**src/rtl/mole_judge.sv**
```systemverilog
// Two-hole whack-a-mole judge: lights one hole per round, grades debounced presses, keeps BCD score and misses.
// Optional feature macro MOLE_SPEEDUP_EN shrinks the show window by one tick every 10 hits (floor 4).
module mole_judge #(
    parameter int SHOW_TICKS = 20,
    parameter int ROUNDS     = 30
) (
    input  logic       clk,
    input  logic       clr,
    input  logic [1:0] button_d,
    input  logic       start,
    output logic [1:0] mole_led,
    output logic       hit,
    output logic [7:0] score,
    output logic [3:0] miss_cnt,
    output logic       game_over
);

    typedef enum logic [2:0] {
        ST_IDLE,
        ST_SHOW,
        ST_HIT,
        ST_MISS,
        ST_GAP,
        ST_OVER
    } state_t;

    localparam logic [7:0] SHOW_TICKS_W = 8'(SHOW_TICKS);
    localparam logic [7:0] LAST_ROUND   = 8'(ROUNDS - 1);
    localparam logic [3:0] LFSR_SEED    = 4'b1001;

    state_t     state_reg;
    state_t     state_next;
    logic [1:0] prev_button_reg;
    logic       prev_start_reg;
    logic [3:0] lfsr_reg;
    logic [7:0] timer_reg;
    logic [7:0] round_reg;
    logic [7:0] score_reg;
    logic [3:0] miss_reg;

    logic [1:0] button_rise;
    logic       start_rise;
    logic [1:0] lit_onehot;
    logic       correct_rise;
    logic       wrong_rise;
    logic       timeout;
    logic       game_start;
    logic       enter_hit;
    logic       enter_miss;
    logic [7:0] window;
    logic [7:0] score_inc;
    logic [3:0] lfsr_next;

    genvar gi;
    generate
        for (gi = 0; gi < 2; gi++) begin : g_rise
            assign button_rise[gi] = button_d[gi] & ~prev_button_reg[gi];
        end
    endgenerate

    assign start_rise   = start & ~prev_start_reg;
    assign lit_onehot   = lfsr_reg[0] ? 2'b10 : 2'b01;
    // A double press never equals the one-hot lit pattern, so it grades as wrong.
    assign correct_rise = (button_rise == lit_onehot);
    assign wrong_rise   = (button_rise != 2'b00) && !correct_rise;
    assign timeout      = (timer_reg == (window - 8'd1));
    assign game_start   = ((state_reg == ST_IDLE) || (state_reg == ST_OVER)) && start_rise;
    assign enter_hit    = (state_reg == ST_SHOW) && (state_next == ST_HIT);
    assign enter_miss   = (state_reg == ST_SHOW) && (state_next == ST_MISS);
    assign lfsr_next    = {lfsr_reg[2:0], lfsr_reg[3] ^ lfsr_reg[2]};

    // Packed BCD increment that holds at 99.
    always_comb begin
        score_inc = score_reg;
        if (score_reg != 8'h99) begin
            if (score_reg[3:0] == 4'd9) begin
                score_inc = {score_reg[7:4] + 4'd1, 4'd0};
            end else begin
                score_inc = {score_reg[7:4], score_reg[3:0] + 4'd1};
            end
        end
    end

`ifdef MOLE_SPEEDUP_EN
    localparam logic [7:0] MIN_WINDOW = 8'd4;
    logic [7:0] window_reg;

    // Units digit wrapping to zero marks every 10th hit of the game.
    always_ff @(posedge clk or negedge clr) begin
        if (!clr) begin
            window_reg <= SHOW_TICKS_W;
        end else if (game_start) begin
            window_reg <= SHOW_TICKS_W;
        end else if (enter_hit && (score_inc[3:0] == 4'd0) && (window_reg > MIN_WINDOW)) begin
            window_reg <= window_reg - 8'd1;
        end
    end

    assign window = window_reg;
`else
    assign window = SHOW_TICKS_W;
`endif

    always_ff @(posedge clk or negedge clr) begin
        if (!clr) begin
            state_reg <= ST_IDLE;
        end else begin
            state_reg <= state_next;
        end
    end

    always_comb begin
        state_next = state_reg;
        case (state_reg)
            ST_IDLE: begin
                if (start_rise) state_next = ST_SHOW;
            end
            ST_SHOW: begin
                if (correct_rise) begin
                    state_next = ST_HIT;
                end else if (wrong_rise || timeout) begin
                    state_next = ST_MISS;
                end
            end
            ST_HIT:  state_next = ST_GAP;
            ST_MISS: state_next = ST_GAP;
            ST_GAP: begin
                if (round_reg == LAST_ROUND) begin
                    state_next = ST_OVER;
                end else begin
                    state_next = ST_SHOW;
                end
            end
            ST_OVER: begin
                if (start_rise) state_next = ST_SHOW;
            end
            default: state_next = ST_IDLE;
        endcase
    end

    always_comb begin
        mole_led  = 2'b00;
        hit       = 1'b0;
        game_over = 1'b0;
        case (state_reg)
            ST_SHOW: mole_led  = lit_onehot;
            ST_HIT:  hit       = 1'b1;
            ST_OVER: game_over = 1'b1;
            default: ;
        endcase
    end

    // Round bookkeeping; edge-detect history updates every cycle regardless of state.
    always_ff @(posedge clk or negedge clr) begin
        if (!clr) begin
            prev_button_reg <= 2'b00;
            prev_start_reg  <= 1'b0;
            lfsr_reg        <= LFSR_SEED;
            timer_reg       <= 8'd0;
            round_reg       <= 8'd0;
            score_reg       <= 8'h00;
            miss_reg        <= 4'd0;
        end else begin
            prev_button_reg <= button_d;
            prev_start_reg  <= start;
            if (game_start) begin
                timer_reg <= 8'd0;
                round_reg <= 8'd0;
                score_reg <= 8'h00;
                miss_reg  <= 4'd0;
            end
            if (state_reg == ST_SHOW) begin
                timer_reg <= timer_reg + 8'd1;
            end
            if (enter_hit) begin
                score_reg <= score_inc;
            end
            if (enter_miss && (miss_reg != 4'hF)) begin
                miss_reg <= miss_reg + 4'd1;
            end
            if (state_reg == ST_GAP) begin
                lfsr_reg  <= lfsr_next;
                round_reg <= round_reg + 8'd1;
                timer_reg <= 8'd0;
            end
        end
    end

    assign score    = score_reg;
    assign miss_cnt = miss_reg;

endmodule

```
**config.mk**
```make
export PLATFORM = sky130hd
export DESIGN_NAME = mole_judge
export DESIGN_NICKNAME = d
export VERILOG_FILES = /design/src/rtl/mole_judge.sv
export SDC_FILE = /design/constraint.sdc
export NUM_CORES = 1
export LEC_CHECK = 0
export ABC_AREA = 1
export CORE_MARGIN = 5
export CORE_UTILIZATION = 55
export DETAILED_ROUTE_END_ITERATION = 16
export PLACE_DENSITY_LB_ADDON = 0.12
export SLEW_MARGIN = 5
export SYNTH_ARGS = -nofsm -noshare
export SYNTH_HDL_FRONTEND = slang
export SYNTH_SLANG_ARGS = --single-unit
```
**constraint.sdc**
```tcl
create_clock -name clk -period 3.5 [get_ports clk]
set_input_delay 0.35 -clock clk [delete_from_list [all_inputs] [get_ports clk]]
set_output_delay 0.35 -clock clk [all_outputs]
set_load 0.02 [all_outputs]
```
# After elaboration in Yosys (flattened, before gate mapping)
# Cells that the tools add are included.
[totals]
out_inout_bits = 16
latchBits = 0
mem_bits_ro = 0
in_bits = 5
ff_bits = 38
mem_count = 0
mem_bits_rw = 0
[classes]
n_bitwise = 7
mul = 0
n_reduce_logical = 18
order_cmp = 0
n_div = 0
shift = 0
eq_ne = 15
muxes = 18
add_sub_neg = 5
[op_table]
columns = ["operator", "count"]
rows = [
  ["8-bit two-way mux", 7],
  ["8-bit by 1-bit adder with 8-bit output (second input constant)", 2],
  ["8-bit by 5-bit == test with 1-bit output (second input constant)", 2],
  ["4-bit by 1-bit adder with 4-bit output (second input constant)", 3],
  ["3-bit by 2-bit == test with 1-bit output (second input constant)", 4],
  ["3-bit two-way mux", 4],
  ["3-bit one-hot mux with 4 select lines", 1],
  ["4-bit two-way mux", 2],
  ["8-bit inequality test (second input constant)", 1],
  ["2-bit nonzero test", 4],
  ["3-bit == test (second input constant)", 2],
  ["1-bit logical AND", 5],
  ["4-bit == test (second input constant)", 1],
  ["2-bit two-way mux", 2],
  ["2-bit by 1-bit inequality test with 1-bit output (second input constant)", 2],
  ["4-bit inequality test (second input constant)", 1],
  ["2-bit OR reduction", 2],
  ["1-bit bitwise AND", 3],
  ["3-bit by 1-bit == test with 1-bit output (second input constant)", 1],
  ["3-bit logical NOT", 1],
  ["1-bit inverter", 3],
  ["3-bit AND reduction", 1],
  ["3-bit nonzero test", 1],
  ["2-bit == test", 1],
  ["other kinds (5)", 7],
]

# Longest topological paths before layout
# Gate-level depths: netlist (run 1).
[depth]
ltp_word = 13
ltp_mapped = 10
ltp_nobuf = 10

# Worst setup path before layout (run 1)
# Ideal clock, no wire load.
[synth_timing]
path_type = "reg2reg"
startpoint = "reg score_reg[0] (netlist: score[0])"
endpoint = "reg score_reg[2] (netlist: score[2])"
stages_incl_launch_ff = 10
synth_period_minus_slack_ps = 1577
slack_ps = 1923
required_time_ps = 3434
t_arrival_ps = 1511
setup_time_ps = 66
path_buffers = 0
path_cell_list = "dfrtp_1 -> ha_1 -> nand3_1 -> inv_1 -> nand3_1 -> inv_1 -> nor2_1 -> nor2_1 -> nand2_1 -> nand2_1"
[synth_via]
elab_chain_len = 4
word_cells_on_any_way = 8
classes_between = "add/sub (1); eq/ne (3); mux (3); reduce/logical (1)"
[synth_rtl]
columns = ["element", "line", "text"]
rows = [
  ["from (decl)", "38", "logic [7:0] score_reg;"],
  ["from (signal assigned)", "176", "score_reg <= score_inc;"],
  ["4-bit by 1-bit adder with 4-bit output / 4-bit == test (equally long branches)", "79, 76", ""],
  ["8-bit two-way mux", "76", "if (score_reg[3:0] == 4'd9) begin"],
  ["8-bit two-way mux", "75", "if (score_reg != 8'h99) begin"],
  ["8-bit two-way mux", "175", "if (enter_hit) begin"],
]
# Parallel ways exist; a longest one is shown, timed or not. The select of a mux whose other input is x is not followed.
# A chain may end at the register's enable or synchronous reset.

# Worst setup path after layout (run 1)
[layout_timing]
startpoint = "reg state_reg[1]"
endpoint = "out mole_led[0]"
[layout_via]
elab_chain_len = 2
[layout_rtl]
columns = ["element", "line", "text"]
rows = [
  ["from (decl)", "31", "state_t state_reg;"],
  ["from (signal assigned)", "108", "state_reg <= state_next;"],
  ["3-bit by 1-bit == test with 1-bit output", "145", "case (state_reg)"],
  ["2-bit two-way mux", "145", ""],
  ["to (decl)", "11", "output logic [1:0] mole_led,"],
]
# No other way between the ends.

==> results of run 1 <==
## layer usage
layer	up-vias	track usage, %
met3	7	3.551
met5	-	0
li1	861	-
met2	21	27.19
met4	0	7.516
met1	778	22.69
## worst min path at each step
stage                   endpoint  cells after the start
finish              round_reg[3]                      1
global route        round_reg[2]                      1
CTS                 round_reg[3]                      1
detailed placement   lfsr_reg[1]                      2
global placement     lfsr_reg[1]                      2
floorplan            lfsr_reg[1]                      0
## cell families after synthesis
group / after synthesis
compound gates: 29
xor+xnor: 7
fa+ha+maj: 8
buf+inv: 36
flops: 38
simple gates: 129
## synthesized netlist by cell type
cell type	n	area, um^2
nor2_1	26	97.59
nand3_1	35	175.2
nand3_2	2	20.02
and2_1	1	6.260
a21oi_1	2	10.01
or2_0	1	6.260
dfrtp_1	36	900.9
ha_1	8	100.1
inv_2	3	11.26
a22o_1	1	8.760
nand2_1	53	198.9
o21bai_1	1	7.510
xor2_1	5	43.79
nor3_1	3	15.01
o211ai_1	4	30.03
a21oi_4	2	32.53
xnor2_1	2	17.52
nor2_4	2	22.52
dfstp_2	2	52.55
o32ai_1	1	8.760
nand4_1	4	25.02
inv_1	31	116.4
clkbuf_1	1	3.750
inv_4	1	6.260
nor3_4	1	16.27
nor2_2	1	6.260
o21ai_0	15	75.07
o22ai_1	3	18.77
## per-stage QoR
step	hold slack, ns	cells	utilization (%)	power, mW
finish	0.1513	322	65.39	1.496
global route	0.2394	322	65.39	1.609
CTS	0.1810	322	65.39	1.510
detailed placement	0.4742	314	62.88	1.196
global placement	0.4769	314	62.88	1.186
floorplan	0.05441	247	-	1.008
## worst reg2reg max path: stages, from the launching register on
cell	delay, ns
dfrtp_1	0.43
inv_1	0.07
ha_1	0.13
nand3_1	0.15
inv_1	0.18
nand3_1	0.23
inv_1	0.11
nor2_1	0.05
nor2_1	0.25
nand2_1	0.10
nand2_1	0.07
## power by group
group / switching (mW) / internal, mW
sequential: 0.0899 / 0.520
combinational: 0.373 / 0.203
clock: 0.152 / 0.159
## area by class of cell
cell class                      count  area (um^2)
Multi-Input combinational cell    173        942.2
Clock inverter                      1        5.005
Inverter                           35        133.9
Timing Repair Buffer               20        195.2
Tap cell                           48        60.06
Clock buffer                        7        86.33
Sequential cell                    38        953.4
Fill cell                         328         1257
==> impl_metrics.json, run 1 <==
{
  "cts_tree": "yes",
  "layout_worst_path_cycle_share_pct": 65.65,
  "root_buffer": "clkbuf_8",
  "htreeDepth": 2,
  "first_pass_iters": 4,
  "tightest_slew_ns": 0.8247,
  "grt_max_degree": 39,
  "drv_cap": 0,
  "crit_chain": "inv_1, nand2_1, nor2_4, inv_4, nor2_1, clkdlybuf4s50_1",
  "drt_iter0_drc": 95,
  "startpoint": "state_reg[1]",
  "place_area_um2": 2285,
  "cp.arrival_ns": 1.95,
  "drive_gt1_share_pct": 8.029,
  "postCtsHoldBufs": 0,
  "clkTransAtPathRegs_ns": 0.07,
  "endpoint_kind": "output port",
  "top_layer": "met4",
  "critPathCapture": "mole_led[0]",
  "num_io_pins": 21,
  "io_buffers": 20,
  "finClkSkew_ns": 0.005223,
  "ys_seq_area_share_pct": 46.89,
  "synth_top_family_by_area": "simple AND/OR/NAND/NOR gates",
  "grt_setup_unrepaired": "no",
  "wl_per_cell_um": 12.17,
  "cts_buffers": 5,
  "synth-warning-count": 0,
  "die_w_um": 70.80,
  "grt_pass1_wl_um": 6872,
  "fin_area_um2": 2376,
  "netlist_instances": 247,
  "postSynthAreaPerCell_um2": 8.232,
  "antenna_left": 0,
  "dieArea_um2": 5013,
  "grt_pass1_vias": 1586,
  "hold_viol": 0,
  "grtUsageTotal_pct": 17.14,
  "setup-violations-final": 0,
  "post-place-ws_ns": 1.516,
  "dieHeight_um": 70.80,
  "setup_tns_ns": 0,
  "finalMaxSlewViolations": 0,
  "syn2layout_area_growth_pct": 16.86,
  "vias": 1667,
  "cts_resized": 0,
  "clk_latency_ns": 0.29,
  "setup_ws_ns": 1.202,
  "postCtsSetupRepairBufs": 0,
  "yosys_register_bits": 38,
  "fp.coreArea_um2": 3633,
  "crit_slowest_cell": "clkdlybuf4s50_1",
  "netlist_area_um2": 2033,
  "cpPeakStageDelay_ns": 0.62,
  "cp.depth": 6,
  "synthSimpleGateAreaFrac_pct": 28.98,
  "cellPowerDensity_nw_per_um2": 629.6,
  "status": "finished clean",
  "synthAdderAreaFrac_pct": 4.923,
  "clock_sinks": 38,
  "synth-compound-area-share_pct": 9.415,
  "crit_required_ns": 3.15,
  "wirelength_um": 3920,
  "diodes": 0,
  "start_util_pct": 55.96,
  "path_delay_family": "buffers and inverters",
  "r2r_start": "score[1]",
  "worst-r2r-setup-slack_ns": 1.68,
  "routedLengthMet1_um": 1922,
  "gp_congestion": 0.8433,
  "final_net_count": 286,
  "drc": 0,
  "grt_antenna_before_repair": 0,
  "ir_drop_v": 0.0003447,
  "final_cell_mix": "nand2_1, dfrtp_1, nand3_1",
  "crit_path_max_fanout": 10,
  "clockBufferDepth": 2,
  "synth.mux.area_fraction_pct": 0,
  "min_path_type": "in2async",
  "syn_nets": 260,
  "r2r_cells": 10,
  "p_leak_nw": 1.164,
  "max_freq_mhz": 435.2,
  "synth_xor_area_share_pct": 3.015,
  "worst-path-buf-inv": 3,
  "wl_met3_um": 137,
  "max_slew_margin_pct": 45.02,
  "rows": 22,
  "path_class": "reg2out",
  "layout_commonest_cell": "nand2_1",
  "reg2reg_to": "score[0]",
  "dp_hpwl_um": 2860,
  "wl_met2_um": 1774,
  "min_period_ns": 2.298,
  "vias_per_cell": 5.177,
  "yosysUniqueCellTypes": 28,
  "overflow": 0,
  "start_kind": "flop"
}
No activity file was read; power rests on OpenSTA's default activity.
==> run 2, diff against run 1 <==
CORE_UTILIZATION = 51   (was 55)
clock period = 2.1 ns   (was 3.5 ns; I/O delays follow)
==> run 2 against run 1 <==
  * Utilization down 4.7 points
  * Die area up 6.7%
  * First-iteration DRC count up 26%
  * Combinational power up 71%
  * Worst setup slack worse by 1.0 ns
  * Clock skew down 0.0021 ns
  * Sequential share of layout area down 0.29 points
  * Critical path depth unchanged
  * Clock power up 64%
  * Critical path type unchanged
  * Largest cell class unchanged
==> impl_metrics.json, run 2 (same netlist as run 1, synthesis figures left out) <==
{
  "status": "finished clean",
  "p_switching_mw": 1.015,
  "finalNonFillerCells": 326,
  "min_path_type": "in2async",
  "dieHeight_um": 73.14,
  "p_int_mw": 1.495,
  "postCtsHoldBufs": 0,
  "wirelength_um": 3994,
  "overflow": 0,
  "vias_per_cell": 5.077,
  "crit_chain": "inv_1, nand2_1, nor2_4, inv_4, nor2_1, clkdlybuf4s50_1",
  "tightest_slew_ns": 0.8626,
  "clock_power_share_pct": 20.4,
  "gp_congestion": 0.8079,
  "antenna_left": 0,
  "path_class": "reg2out",
  "endpoint_kind": "output port",
  "crit_path_max_fanout": 6,
  "clockBufferDepth": 2,
  "final_cell_mix": "nand2_1, dfrtp_1, nand3_1",
  "grtUsageTotal_pct": 17.21,
  "first_pass_iters": 4,
  "root_buffer": "clkbuf_8",
  "grt_setup_unrepaired": "no",
  "syn2layout_area_growth_pct": 17.72,
  "setup_tns_ns": 0,
  "fp.coreArea_um2": 3943,
  "rows": 23,
  "io_buffers": 20,
  "grt_antenna_before_repair": 0,
  "clk_latency_ns": 0.28,
  "layout_commonest_cell": "nand2_1",
  "dp_cells": 318,
  "p_seq_share_pct": 40.3,
  "cts_tree": "yes",
  "die_w_um": 73.14,
  "wl_per_cell_um": 12.25,
  "pwr-share-comb_pct": 39.3,
  "postCtsSetupRepairBufs": 0,
  "htreeDepth": 2,
  "dieArea_um2": 5349,
  "grt_max_degree": 39,
  "cellPowerDensity_nw_per_um2": 1049,
  "dp_hpwl_um": 2900,
  "min_period_ns": 1.929,
  "clock_sinks": 38,
  "setup-violations-final": 0,
  "diodes": 0,
  "drc": 0,
  "crit_slowest_cell": "clkdlybuf4s50_1",
  "clkTransAtPathRegs_ns": 0.07,
  "ir_drop_v": 0.0005901,
  "switching_share_pct": 40.46,
  "drv_cap": 0,
  "hold_viol": 0,
  "vias": 1655,
  "grt_pass1_wl_um": 7072,
  "crit_required_ns": 1.89,
  "drt_iter0_drc": 120,
  "layout_worst_path_cycle_share_pct": 91.88,
  "finalMaxSlewViolations": 0,
  "max_slew_margin_pct": 42.49,
  "start_kind": "flop",
  "grt_pass1_vias": 1571,
  "num_io_pins": 21,
  "path_delay_family": "buffers and inverters",
  "start_util_pct": 51.57,
  "cts_resized": 0,
  "worst-path-buf-inv": 3,
  "max_freq_mhz": 518.3,
  "drive_gt1_share_pct": 8.696,
  "final_net_count": 288,
  "cts_buffers": 5,
  "p_leak_nw": 1.173,
  "finClkSkew_ns": 0.003147,
  "cp.arrival_ns": 1.72,
  "cpPeakStageDelay_ns": 0.61
}
run 2: cell types whose count changed in the layout (fill, tap and decap cells not counted), sizes merged:
cell	change
buf	+2
run 2: final timing paths:
path	from	to	slack [ns]	depth (start not counted)
hold / removal	clr	lfsr_reg[1]	0.03	1
setup / recovery	state_reg[1]	mole_led[0]	0.17	6
setup reg to reg	score[1]	score[3]	0.35	10
max in group asynchronous	clr	state_reg[0]	1.53	1
hold reg to reg	round_reg[7]	round_reg[7]	0.50	1
min in group clk	start	prev_start_reg	0.40	1
run 2: layout make-up:
type                    instances  area, um^2
clock buffers                   7       86.33
clock inverters                 1       5.005
fillers                       352        1549
inverters                      35       133.9
multi-input cells             173       942.2
flip-flops and latches         38       953.4
well taps                      50       62.56
repair buffers                 22       210.2
run 2: layer usage:
metal / wire length, um / part of all wire, % / track usage (%) / vias up
met4: 55 / 1.4 / 6.557 / 0
li1: - / - / - / 863
met3: 129 / 3.2 / 4.683 / 6
met2: 1801 / 45 / 25.32 / 27
met5: 0 / 0 / 0 / -
met1: 2007 / 50 / 24.06 / 759
run 2: stage by stage:
stage	util, %	hold slack [ns]	instance area, um^2	worst slack, ns	total power, mW
after floorplan	-	-0.08559	2033	0.5234	1.680
after global placement	58.39	0.3709	2302	0.3627	2.007
after detailed placement	58.39	0.3717	2302	0.3692	2.015
after CTS	60.71	0.05493	2394	0.1472	2.539
after global routing	60.71	0.08288	2394	0.04845	2.717
final	60.71	0.03428	2394	0.1706	2.510
run 2: power by group through the flow:
| stage | Combinational, mW | Clock, mW | Sequential, mW |
|---|---|---|---|
| 2_1_floorplan | 0.639 | 0 | 1.04 |
| 3_3_place_gp | 0.983 | 0 | 1.02 |
| 3_5_place_dp | 0.992 | 0 | 1.02 |
| 4_1_cts | 0.995 | 0.534 | 1.01 |
| 5_1_grt | 1.12 | 0.563 | 1.03 |
| 6_report | 0.986 | 0.511 | 1.01 |
==> run 3, diff against run 2 <==
REMOVE_ABC_BUFFERS = 1   (was unset)
SLEW_MARGIN = unset   (was 5)
==> run 3 against run 2 <==
  * Clock skew rose by 0.0021 ns
  * Sequential power barely moved
  * Sequential share of layout area unchanged
  * First-iteration DRC count shrank 38%
  * Register-to-register slack worse by 0.03 ns
  * Wire length decreased by 1.6%
  * Combinational power hardly changed
  * Critical path type unchanged
  * Largest power group unchanged
  * Highest routed layer unchanged
==> impl_metrics.json, run 3 (same netlist as run 1, synthesis figures left out) <==
{
  "status": "finished clean",
  "clk_latency_ns": 0.29,
  "dieArea_um2": 5349,
  "p_leak_nw": 1.173,
  "num_io_pins": 21,
  "drv_cap": 0,
  "pwr-share-comb_pct": 39.2,
  "path_delay_family": "buffers and inverters",
  "root_buffer": "clkbuf_8",
  "grt_antenna_before_repair": 0,
  "grt_setup_unrepaired": "no",
  "final_net_count": 288,
  "rows": 23,
  "antenna_left": 0,
  "reg2reg_to": "score[2]",
  "hold_viol": 0,
  "final_cell_mix": "nand2_1, dfrtp_1, nand3_1",
  "layout_commonest_cell": "nand2_1",
  "worst-path-buf-inv": 3,
  "grtUsageTotal_pct": 16.79,
  "cp.depth": 6,
  "postCtsSetupRepairBufs": 0,
  "ff_latch_area_um2": 953.4,
  "p_seq_share_pct": 40.4,
  "die_w_um": 73.14,
  "tightest_slew_ns": 0.8330,
  "clock_power_share_pct": 20.4,
  "r2r_start": "score[1]",
  "max_slew_margin_pct": 44.47,
  "p_int_mw": 1.493,
  "critPathCapture": "mole_led[1]",
  "dieHeight_um": 73.14,
  "grt_pass1_wl_um": 6934,
  "min_period_ns": 1.966,
  "startpoint": "state_reg[1]",
  "setup_tns_ns": 0,
  "r2r_cells": 10,
  "max_freq_mhz": 508.8,
  "start_util_pct": 51.57,
  "grt_max_degree": 39,
  "layout_worst_path_cycle_share_pct": 93.60,
  "fp.coreArea_um2": 3943,
  "cpPeakStageDelay_ns": 0.61,
  "setup-violations-final": 0,
  "worst-r2r-setup-slack_ns": 0.32,
  "drive_gt1_share_pct": 8.696,
  "switching_share_pct": 40.63,
  "drc": 0,
  "cts_buffers": 5,
  "multiInputGateArea_um2": 942.2,
  "ir_drop_v": 0.0005043,
  "crit_chain": "inv_1, nand2_1, nor2_4, inv_4, nor2_1, clkdlybuf4s50_1",
  "first_pass_iters": 4,
  "crit_path_max_fanout": 6,
  "wirelength_um": 3929,
  "htreeDepth": 2,
  "diodes": 0,
  "vias_per_cell": 5.089,
  "syn2layout_area_growth_pct": 17.72,
  "crit_required_ns": 1.89,
  "nFillCells": 352,
  "overflow": 0,
  "clkTransAtPathRegs_ns": 0.07,
  "final_util_pct": 60.71,
  "clock_sinks": 38,
  "start_kind": "flop",
  "postCtsHoldBufs": 0,
  "path_class": "reg2out",
  "design_power_total_mw": 2.515,
  "drt_iter0_drc": 75,
  "cp.arrival_ns": 1.76,
  "vias": 1659,
  "dp_hpwl_um": 2880,
  "endpoint_kind": "output port",
  "cts_tree": "yes",
  "p_switching_mw": 1.022,
  "wl_per_cell_um": 12.05,
  "cellPowerDensity_nw_per_um2": 1051,
  "grt_pass1_vias": 1582,
  "finalMaxSlewViolations": 0,
  "finClkSkew_ns": 0.005219,
  "clockBufferDepth": 2,
  "crit_slowest_cell": "clkdlybuf4s50_1",
  "io_buffers": 20,
  "cts_resized": 0,
  "finalNonFillerCells": 326,
  "dp_cells": 318,
  "gp_congestion": 0.7746,
  "min_path_type": "in2async"
}
[run 3: cell counts in the layout (fill, tap and decap cells not counted)]
No cell type changed its count.
[run 3: worst min-delay path by stage]
stage / start / depth (start not counted) / end
floorplan: clr / 0 / lfsr_reg[1]
global placement: clr / 1 / timer_reg[2]
detailed placement: clr / 1 / timer_reg[2]
CTS: clr / 1 / timer_reg[2]
global route: clr / 1 / timer_reg[2]
finish: clr / 1 / timer_reg[3]
[run 3: cell type report]
class	instances	share of cell area [%]
Clock buffer	7	3.607
Inverter	35	5.593
Sequential cell	38	39.83
Clock inverter	1	0.2091
Multi-Input combinational cell	173	39.36
Tap cell	50	2.614
Timing Repair Buffer	22	8.782
[run 3: power by group through the flow]
stage	sequential (mW)	clock (mW)	combinational (mW)
2_1_floorplan	1.04	0	0.635
3_3_place_gp	1.02	0	0.977
3_5_place_dp	1.03	0	0.991
4_1_cts	1.02	0.533	0.997
5_1_grt	1.04	0.571	1.10
6_report	1.02	0.513	0.985
[run 3: metrics by stage]
| step | hold slack [ns] | setup WS [ns] | cell area, um^2 |
|---|---|---|---|
| CTS | 0.05435 | 0.1143 | 2394 |
| global placement | 0.3695 | 0.3681 | 2302 |
| detailed placement | 0.3674 | 0.3551 | 2302 |
| floorplan | -0.08559 | 0.5225 | 2029 |
| global route | 0.09395 | 0.04610 | 2394 |
| finish | 0.01357 | 0.1344 | 2394 |
[run 3: metal layers]
metal | up-vias | part of all wire (%) | track usage (%)
met2 | 27 | 44 | 25.42
met4 | 0 | 1.6 | 5.943
met5 | - | 0 | 0
met1 | 763 | 51 | 23.02
li1 | 862 | - | -
met3 | 7 | 4.0 | 4.545
